File: src/rtl/mcp23s17_sequencer.sv
// mcp23s17_sequencer: configures an MCP23S17 expander over an SPI master and
// periodically reads both joystick button groups into JOY_P0/JOY_P1.
// Optional macro MCP_INTA_EN: enables INTA pins and INTA-triggered polling.
module mcp23s17_sequencer #(
    parameter int unsigned POLL_DIV    = 200000,
    parameter int unsigned SEL_SETTLE  = 64,
    parameter int unsigned SPI_TIMEOUT = 1024
) (
    input  logic        CLK,
    input  logic        RESET_N,
    input  logic        LOCKED,
    input  logic        JS_INTA,
    output logic        SPI_START,
    output logic [23:0] SPI_TX,
    input  logic        SPI_BUSY,
    input  logic        SPI_DONE,
    input  logic [7:0]  SPI_RX,
    output logic        JOY_SEL,
    output logic [15:0] JOY_P0,
    output logic [15:0] JOY_P1,
    output logic        JOY_VALID,
    output logic        CFG_DONE
);
    localparam int unsigned PW = $clog2(POLL_DIV + 1);
    localparam int unsigned SW = $clog2(SEL_SETTLE + 1);
    localparam int unsigned TW = $clog2(SPI_TIMEOUT + 1);
`ifdef MCP_INTA_EN
    localparam int unsigned CFG_N = 7;
`else
    localparam int unsigned CFG_N = 5;
`endif

    typedef enum logic [2:0] {
        WAIT_LOCK, CFG, IDLE, SEL, READ_A, READ_B, PUBLISH
    } state_t;

    state_t        state_q, state_d;
    logic [2:0]    cfg_idx_q, cfg_idx_d;
    logic          out_q, out_d;
    logic [TW-1:0] tmo_q, tmo_d;
    logic [SW-1:0] settle_q, settle_d;
    logic [PW-1:0] poll_q, poll_d;
    logic          start_q, start_d;
    logic [23:0]   tx_q, tx_d;
    logic          sel_q, sel_d;
    logic [15:0]   p0_q, p0_d, p1_q, p1_d;
    logic          valid_q, valid_d;
    logic          cfg_done_q, cfg_done_d;
    logic [7:0]    a0_q, a0_d, b0_q, b0_d, a1_q, a1_d;

    logic          poll_wrap, done_ok, tmo_hit, can_start, poll_req;
    logic          issue;
    logic [23:0]   frame;

    // Configuration write table, in issue order
    function automatic logic [23:0] cfg_frame(input logic [2:0] idx);
        case (idx)
            3'd0:    cfg_frame = 24'h400A40;
            3'd1:    cfg_frame = 24'h4000FF;
            3'd2:    cfg_frame = 24'h4001FF;
            3'd3:    cfg_frame = 24'h400CFF;
            3'd4:    cfg_frame = 24'h400DFF;
            3'd5:    cfg_frame = 24'h4004FF;
            3'd6:    cfg_frame = 24'h4005FF;
            default: cfg_frame = 24'h400A40;
        endcase
    endfunction

`ifdef MCP_INTA_EN
    logic inta_s1_q, inta_s2_q;
    logic pend_q, pend_d;

    // Two-flop synchronizer for the asynchronous INTA pin
    always_ff @(posedge CLK or negedge RESET_N) begin
        if (!RESET_N) begin
            inta_s1_q <= 1'b1;
            inta_s2_q <= 1'b1;
        end else begin
            inta_s1_q <= JS_INTA;
            inta_s2_q <= inta_s1_q;
        end
    end

    assign poll_req = poll_wrap | ~inta_s2_q | pend_q;
`else
    logic unused_inta;
    assign unused_inta = JS_INTA;
    assign poll_req    = poll_wrap;
`endif

    assign poll_wrap = (poll_q == PW'(POLL_DIV - 1));
    assign done_ok   = out_q & SPI_DONE;
    assign tmo_hit   = out_q & ~SPI_DONE & (tmo_q == TW'(SPI_TIMEOUT - 1));
    assign can_start = ~out_q & ~SPI_BUSY;

    // State and datapath registers
    always_ff @(posedge CLK or negedge RESET_N) begin
        if (!RESET_N) begin
            state_q    <= WAIT_LOCK;
            cfg_idx_q  <= '0;
            out_q      <= 1'b0;
            tmo_q      <= '0;
            settle_q   <= '0;
            poll_q     <= '0;
            start_q    <= 1'b0;
            tx_q       <= '0;
            sel_q      <= 1'b0;
            p0_q       <= 16'hFFFF;
            p1_q       <= 16'hFFFF;
            valid_q    <= 1'b0;
            cfg_done_q <= 1'b0;
            a0_q       <= 8'hFF;
            b0_q       <= 8'hFF;
            a1_q       <= 8'hFF;
`ifdef MCP_INTA_EN
            pend_q     <= 1'b0;
`endif
        end else begin
            state_q    <= state_d;
            cfg_idx_q  <= cfg_idx_d;
            out_q      <= out_d;
            tmo_q      <= tmo_d;
            settle_q   <= settle_d;
            poll_q     <= poll_d;
            start_q    <= start_d;
            tx_q       <= tx_d;
            sel_q      <= sel_d;
            p0_q       <= p0_d;
            p1_q       <= p1_d;
            valid_q    <= valid_d;
            cfg_done_q <= cfg_done_d;
            a0_q       <= a0_d;
            b0_q       <= b0_d;
            a1_q       <= a1_d;
`ifdef MCP_INTA_EN
            pend_q     <= pend_d;
`endif
        end
    end

    // Next-state, frame issue, capture and publish logic
    always_comb begin
        state_d    = state_q;
        cfg_idx_d  = cfg_idx_q;
        out_d      = out_q;
        tmo_d      = tmo_q;
        settle_d   = settle_q;
        poll_d     = poll_q;
        start_d    = 1'b0;
        tx_d       = tx_q;
        sel_d      = sel_q;
        p0_d       = p0_q;
        p1_d       = p1_q;
        valid_d    = 1'b0;
        cfg_done_d = cfg_done_q;
        a0_d       = a0_q;
        b0_d       = b0_q;
        a1_d       = a1_q;
        issue      = 1'b0;
        frame      = 24'h000000;
`ifdef MCP_INTA_EN
        pend_d     = pend_q;
        if (!inta_s2_q && (state_q == SEL || state_q == READ_A ||
                           state_q == READ_B || state_q == PUBLISH))
            pend_d = 1'b1;
`endif

        if (state_q != WAIT_LOCK)
            poll_d = poll_wrap ? '0 : poll_q + PW'(1);
        if (out_q)
            tmo_d = tmo_q + TW'(1);

        case (state_q)
            WAIT_LOCK: begin
                poll_d = '0;
                out_d  = 1'b0;
`ifdef MCP_INTA_EN
                pend_d = 1'b0;
`endif
                if (LOCKED && !SPI_BUSY) begin
                    state_d   = CFG;
                    cfg_idx_d = '0;
                end
            end
            CFG: begin
                if (done_ok) begin
                    out_d = 1'b0;
                    if (cfg_idx_q == 3'(CFG_N - 1)) begin
                        cfg_done_d = 1'b1;
                        state_d    = IDLE;
                    end else begin
                        cfg_idx_d = cfg_idx_q + 3'd1;
                    end
                end else begin
                    issue = 1'b1;
                    frame = cfg_frame(cfg_idx_q);
                end
            end
            IDLE: begin
                if (poll_req) begin
                    state_d  = SEL;
                    sel_d    = 1'b0;
                    settle_d = '0;
`ifdef MCP_INTA_EN
                    pend_d   = 1'b0;
`endif
                end
            end
            SEL: begin
                if (settle_q == SW'(SEL_SETTLE - 1))
                    state_d = READ_A;
                else
                    settle_d = settle_q + SW'(1);
            end
            READ_A: begin
                if (done_ok) begin
                    out_d = 1'b0;
                    if (sel_q) a1_d = SPI_RX;
                    else       a0_d = SPI_RX;
                    state_d = READ_B;
                end else begin
                    issue = 1'b1;
                    frame = 24'h411200;
                end
            end
            READ_B: begin
                if (done_ok) begin
                    out_d = 1'b0;
                    if (!sel_q) begin
                        b0_d     = SPI_RX;
                        sel_d    = 1'b1;
                        settle_d = '0;
                        state_d  = SEL;
                    end else begin
                        // Both groups published together; the PUBLISH cycle shows them
                        p0_d    = {b0_q, a0_q};
                        p1_d    = {SPI_RX, a1_q};
                        valid_d = 1'b1;
                        sel_d   = 1'b0;
                        state_d = PUBLISH;
                    end
                end else begin
                    issue = 1'b1;
                    frame = 24'h411300;
                end
            end
            PUBLISH: state_d = IDLE;
            default: state_d = WAIT_LOCK;
        endcase

        if (issue && can_start) begin
            start_d = 1'b1;
            tx_d    = frame;
            out_d   = 1'b1;
            tmo_d   = '0;
        end

        // Lost frame or lost lock abandons everything except published data
        if (tmo_hit || !LOCKED) begin
            state_d    = WAIT_LOCK;
            cfg_done_d = 1'b0;
            out_d      = 1'b0;
            start_d    = 1'b0;
            valid_d    = 1'b0;
            p0_d       = p0_q;
            p1_d       = p1_q;
        end
    end

    assign SPI_START = start_q;
    assign SPI_TX    = tx_q;
    assign JOY_SEL   = sel_q;
    assign JOY_P0    = p0_q;
    assign JOY_P1    = p1_q;
    assign JOY_VALID = valid_q;
    assign CFG_DONE  = cfg_done_q;

endmodule

File: config.mk
export PLATFORM = sky130hd
export DESIGN_NAME = mcp23s17_sequencer
export DESIGN_NICKNAME = d
export VERILOG_FILES = /design/src/rtl/mcp23s17_sequencer.sv
export SDC_FILE = /design/constraint.sdc
export NUM_CORES = 1
export LEC_CHECK = 0
export BUFFER_PORTS_ARGS = -buffer_cell sky130_fd_sc_hd__buf_4
export CAP_MARGIN = 20
export CORE_MARGIN = 2
export CORE_UTILIZATION = 31
export DETAILED_ROUTE_END_ITERATION = 10
export PLACE_DENSITY = 0.45
export SLEW_MARGIN = 20
export SYNTH_ARGS = -nofsm -noshare
export SYNTH_HDL_FRONTEND = slang
export SYNTH_SLANG_ARGS = --single-unit
export TNS_END_PERCENT = 1
File: constraint.sdc
create_clock -name CLK -period 2.4 [get_ports CLK]
set_input_delay 0 -clock CLK [delete_from_list [all_inputs] [get_ports CLK]]
set_output_delay 0 -clock CLK [all_outputs]
set_load 0.1 [all_outputs]
## Word-level counts from Yosys, hierarchy flattened

Index checks and enable logic that the tools add are counted.

| word-level totals | value |
|---|---|
| bits in registers | 127 |
| bits of input ports | 14 |
| output and inout port bits | 60 |
| logic and storage cells | 135 |

| cells by class | value |
|---|---|
| add/subtract/negate cells | 4 |
| eq/ne operators | 30 |
| mux-type cells | 49 |
| bitwise logic cells | 9 |
| reduce and logical (&&, ||, !) cells | 27 |

Operator list:

| cell | count |
|---|---|
| $pmux W12 S6 | 1 |
| $mux W23 | 3 |
| $pmux W23 S3 | 1 |
| $mux W18 | 3 |
| $mux W3 | 12 |
| $mux W7 | 4 |
| $mux W11 | 2 |
| $ne A3 B3 Y1 const B | 7 |
| $pmux W3 S7 | 1 |
| $pmux W7 S3 | 1 |
| $add A18 B1 Y18 const B | 1 |
| $eq A18 B18 Y1 const B | 1 |
| $eq A3 B3 Y1 const B | 6 |
| $mux W1 | 18 |
| $reduce_and A3 Y1 | 5 |
| $ne A2 B2 Y1 const B | 7 |
| $reduce_bool A2 Y1 | 7 |
| $eq A3 B2 Y1 const B | 4 |
| $add A11 B1 Y11 const B | 1 |
| $eq A11 B10 Y1 const B | 1 |
| $reduce_and A4 Y1 | 2 |
| $add A7 B1 Y7 const B | 1 |
| $eq A7 B6 Y1 const B | 1 |
| $reduce_and A7 Y1 | 1 |
| other kinds (16) | 28 |

## Logic depth before layout (Yosys ltp)

| depth | value |
|---|---|
| depth in word-level cells | 6 |
| mapped depth | 7 |
| mapped depth without buffers | 7 |

## Worst setup path after synthesis

Ideal clock, no wire load.

| timing path | value |
|---|---|
| path kind | reg2reg |
| from | register sel_q (netlist: JOY_SEL) |
| to | register b0_q[0] |
| library setup time | 0.082 ns |
| data arrival time | 1.804 ns |
| data required time | 2.318 ns |
| setup slack | 0.514 ns |
| cell stages (with the launch flop) | 4 |
| path buffers | 0 |
| clock period less this slack | 1.886 ns |
| cell sequence | dfrtp_1 -> nand2b_1 -> nor3_4 -> mux2_2 |

| on the way | value |
|---|---|
| word-level cells in the longest chain between the ends | 2 |

Ends and longest elaborated chain:

| element | RTL line | text |
|---|---|---|
| start, declared | 45 | `logic sel_q, sel_d;` |
| start signal, assigned | 127 | `sel_q <= sel_d;` |
| $not A1 Y1 (no source line) | -- |  |
| $reduce_and A3 Y1 (no source line) | -- |  |
| end signal, assigned | 113 | `b0_q <= 8'hFF;` |
| end signal, assigned | 133 | `b0_q <= b0_d;` |
| end, declared | 49 | `logic [7:0] a0_q, a0_d, b0_q, b0_d, a1_q, a1_d;` |

Every way passes these cells.
A chain may end at the register's enable or synchronous reset.

## Worst setup path after layout

| timing path | value |
|---|---|
| from | register state_q[1] |
| to | register p1_q[9] (netlist: JOY_P1[9]) |

| on the way | value |
|---|---|
| word-level cells in the longest chain between the ends | 2 |

Ends and longest elaborated chain:

| element | RTL line | text |
|---|---|---|
| start, declared | 37 | `state_t state_q, state_d;` |
| start signal, assigned | 119 | `state_q <= state_d;` |
| $eq A3 B3 Y1 | 173 | `case (state_q)` |
| $reduce_and A4 Y1 (no source line) | -- |  |
| end signal, assigned | 129 | `p1_q <= p1_d;` |
| end, declared | 46 | `logic [15:0] p0_q, p0_d, p1_q, p1_d;` |

Every way passes these cells.

==> flow_summary_export.csv <==
group,metric,value,unit
placement,post-place-ws,0.2517,ns
job,max_cap_viol_count,0,
die,initial_utilization,0.3188,
timing,setup_slack,0.2793,ns
finish,multi_input_area,2256,um^2
logic_synthesis,yosysTopAreaCellShare,0.2774,
detailed_routing,totalWireLength,10570,um
worst_setup_path,startpoint_type,"flop",
finish,layout-drive-gt1-share,0.4533,
detailed_routing,drc,0,
grt,grt_usage,0.1260,
worst_setup_path,crit_chain,"inv_1 > nand2_4 > nor2_4 > nand4_4 > mux2_4",
worst_setup_path,slowest_delay,0.68,ns
detailed_routing,viasPerCell,4.679,
power_and_ir_drop,p_leak,2.924,nW
grt,antenna_found_initial,0,
logic_synthesis,ys_ff_latch,111,
timing,hold_violations,0,
detailed_routing,wl_per_cell,14.62,um
worst_setup_path,cp_max_fo,33,
finish,fin_cells,723,
logic_synthesis,synth.avg_cell_area,12.48,um^2
finish,area_growth,20.14,%
timing,setup_viol,0,
grt,grt-ovfl-total,0,
finish,n_fill_cell,1618,
timing,timing.final.max_slew_violations,0,
timing,grt_setup_unrepaired,"no",
hold_path,hold_path_depth,4,
placement,dp.cells,697,
worst_setup_path,critical_path_buf_inv_count,1,
cts,htree_levels,3,
power_and_ir_drop,p_per_area,790.6,nW/um^2
logic_synthesis,ys_types,68,
logic_synthesis,yosysTopAreaCell,"dfstp_2",
worst_setup_path,crit_slowest_cell,"nand4_4",
cts,numCtsBuffers,9,
worst_setup_path,cp_top_family,"simple AND/OR/NAND/NOR gates",
finish,diodes,0,
worst_setup_path,r2r_start,"state_q[1]$_DFFE_PN0P_",
finish,final_nets,520,
logic_synthesis,ys.flop_type,"dfstp_2",
die,dieArea,18180,um^2
die,die_w,134.8,um
logic_synthesis,synth_area_leaders,"dfstp_2 (28%), dfrtp_1 (26%), mux2_4 (8.2%), mux2_2 (5.9%), nor2_1 (3.4%)",
logic_synthesis,ys_seq_area_frac,0.5368,
grt,grt_max_degree,43,
cts,clock-root-buffer,"clkbuf_16",
timing,relSlewSlack,0.4102,
logic_synthesis,async_flop_share,1.000,
hold_path,hp-start,"SPI_DONE",
timing,max_slew.worst_pin.slew,0.8829,ns
placement,port_buffers,63,
detailed_routing,dr_total_vias,3383,
placement,place_congestion,0.7454,
worst_setup_path,crit_type,"reg2reg",
logic_synthesis,synth-edff-count,0,
worst_setup_path,rr_worst_depth,5,
timing,final.period_utilization,0.8836,
worst_setup_path,arrival,2.41,ns
die,rows,47,
die,io_pins,74,
detailed_routing,drtAntennaViolNets,0,
cts,clk_pin_slew_worst_paths,0.08,ns
hold_path,hold_class,"in2reg",
worst_setup_path,r2r_end,"JOY_P1[9]$_DFFE_PN1P_",
worst_setup_path,reg2reg_slack,0.28,ns
detailed_routing,drt_first_pass_iters,4,
timing,fin_crit,2.121,ns
logic_synthesis,synth_cells,425,
detailed_routing,drt_iter0_drc,160,
placement,hpwl,7252,um
outcome,status,"complete, no violations",
die,dieHeight,134.8,um
worst_setup_path,critical_path_depth,5,
grt,grt_pass1_vias,3467,
cts,cts_setup_buffers,0,
cts,clkSinkCount,111,
logic_synthesis,synth-warning-count,0,
cts,cts_tree,"built",
hold_path,hold_end,"out_q$_DFFE_PN0P_",
grt,grt_pass1_wl,18100,um
timing,fin_worst_skew,0.01121,ns
worst_setup_path,critPathCaptureType,"flop",
die,coreArea,16640,um^2
timing,tns,0,ns
cts,clk_latency,0.36,ns
worst_setup_path,cp.required,2.68,ns
logic_synthesis,synth_area,5305,um^2
cts,cts_max_path_buffers,2,
timing,max_freq,471.5,MHz
finish,register_area,2848,um^2
power_and_ir_drop,ir_drop,0.0007645,V
-- power breakdown --
part           internal, W  leakage, nW  total (W)  switching, W
registers          0.00202         1.32    0.00213      0.000116
logic             0.000291         1.44    0.00129       0.00100
clock network     0.000847        0.159    0.00161      0.000762
total              0.00316         2.92    0.00504       0.00188
-- worst max-delay path by stage --
stage | from | to | slack, ns
global placement | state_q[1]$_DFFE_PN0P_ | JOY_P1[1]$_DFFE_PN1P_ | 0.30
detailed placement | state_q[1]$_DFFE_PN0P_ | JOY_P1[9]$_DFFE_PN1P_ | 0.25
CTS | state_q[1]$_DFFE_PN0P_ | JOY_P1[9]$_DFFE_PN1P_ | 0.24
floorplan | JOY_SEL$_DFFE_PN0P_ | b0_q[0]$_DFFE_PN1P_ | 0.51
finish | state_q[1]$_DFFE_PN0P_ | JOY_P1[9]$_DFFE_PN1P_ | 0.28
global route | state_q[1]$_DFFE_PN0P_ | JOY_P1[6]$_DFFE_PN1P_ | 0.13
-- cell usage after synthesis, drive strengths merged, types with 3 or more instances --
cell,instances
clkbuf,3
dfstp,56
a21oi,9
xnor2,12
and3,11
nand4,8
dfrtp,55
buf,24
nand3,19
nor3,10
xor2,14
o21ai,8
nor2,50
mux2,57
nand2,26
ha,8
o21a,3
and2,3
inv,7
-- state kept, by name, summed over array words and instances (netlist names), 3 cells and up --
signal	flops
poll_q	18
cfg_idx_q	3
JOY_P1	16
settle_q	7
SPI_TX	8
b0_q	8
a0_q	8
state_q	3
tmo_q	11
a1_q	8
JOY_P0	16
-- worst min-delay path, cell delays in order --
cell and delay (ns):
buf_4 0.11, nor2_1 0.04, o21ai_0 0.14, a21oi_1 0.07
-- metrics by stage --
stage	hold slack [ns]	cell area, um^2	util	total power [W]
4_1_cts	0.03480	6374	0.3830	0.005120
2_1_floorplan	-0.2956	5335	-	0.003239
3_5_place_dp	0.05062	5951	0.3576	0.003460
3_3_place_gp	0.04288	5951	0.3576	0.003447
6_report	0.04464	6374	0.3830	0.005039
5_1_grt	0.05430	6374	0.3830	0.005287
-- kinds of logic after synthesis --
logic type / after synthesis / synth area share
and+or+nand+nor: 147 / 0.1540
DFF: 111 / 0.5368
muxes: 59 / 0.1453
AOI/OAI and AO/OA: 39 / 0.05779
buffers and inverters: 34 / 0.04363
xor gates and xnor gates: 26 / 0.04292
adders and majority gates: 8 / 0.01887
other: 1 / 0.0007069
-- layout by cell type, fill, tap and decap left out, types with 2 or more instances in the layout --
cell           instances
nand2b_1               2
and2_1                 3
inv_8                  3
a21oi_1                9
mux2_4                29
and3_1                 9
clkbuf_16              9
and4b_2                2
o311ai_0               2
nor2b_1                2
nand2_1               24
nand4_1                6
inv_1                  6
xnor2_1               12
nor4bb_1               2
nand3_1               18
buf_4                 70
o21a_1                 3
nor2_1                48
conb_1                 9
dlygate4sd3_1         10
xor2_1                14
nor3_1                 9
mux2i_1                2
or2b_1                 2
o21ai_0                5
and3_2                 2
dfstp_2               56
mux2_2                28
dfrtp_1               55
o21ai_1                3
ha_1                   8
nor2_4                 2
-- routing by layer --
| metal | routed length [um] | GRT usage | vias to the layer above |
|---|---|---|---|
| met4 | 142 | 0.04211 | 0 |
| li1 | - | - | 1607 |
| met1 | 5072 | 0.1719 | 1684 |
| met3 | 643 | 0.03941 | 9 |
| met2 | 4711 | 0.1904 | 83 |
| met5 | 0 | 0 | - |
-- repair_timing --
item                      CTS  global route
hold buffers               10             0
hold endpoints to repair   64             0
resized for setup           0             0
-- area by class of cell --
class | instances | share of cell area
Multi-Input combinational cell | 288 | 0.3539
Inverter | 7 | 0.004122
Tap cell | 220 | 0.04319
Timing Repair Buffer | 81 | 0.1013
Clock buffer | 9 | 0.03534
Sequential cell | 111 | 0.4468
Clock inverter | 7 | 0.01531
No activity file was read; power rests on OpenSTA's default activity.
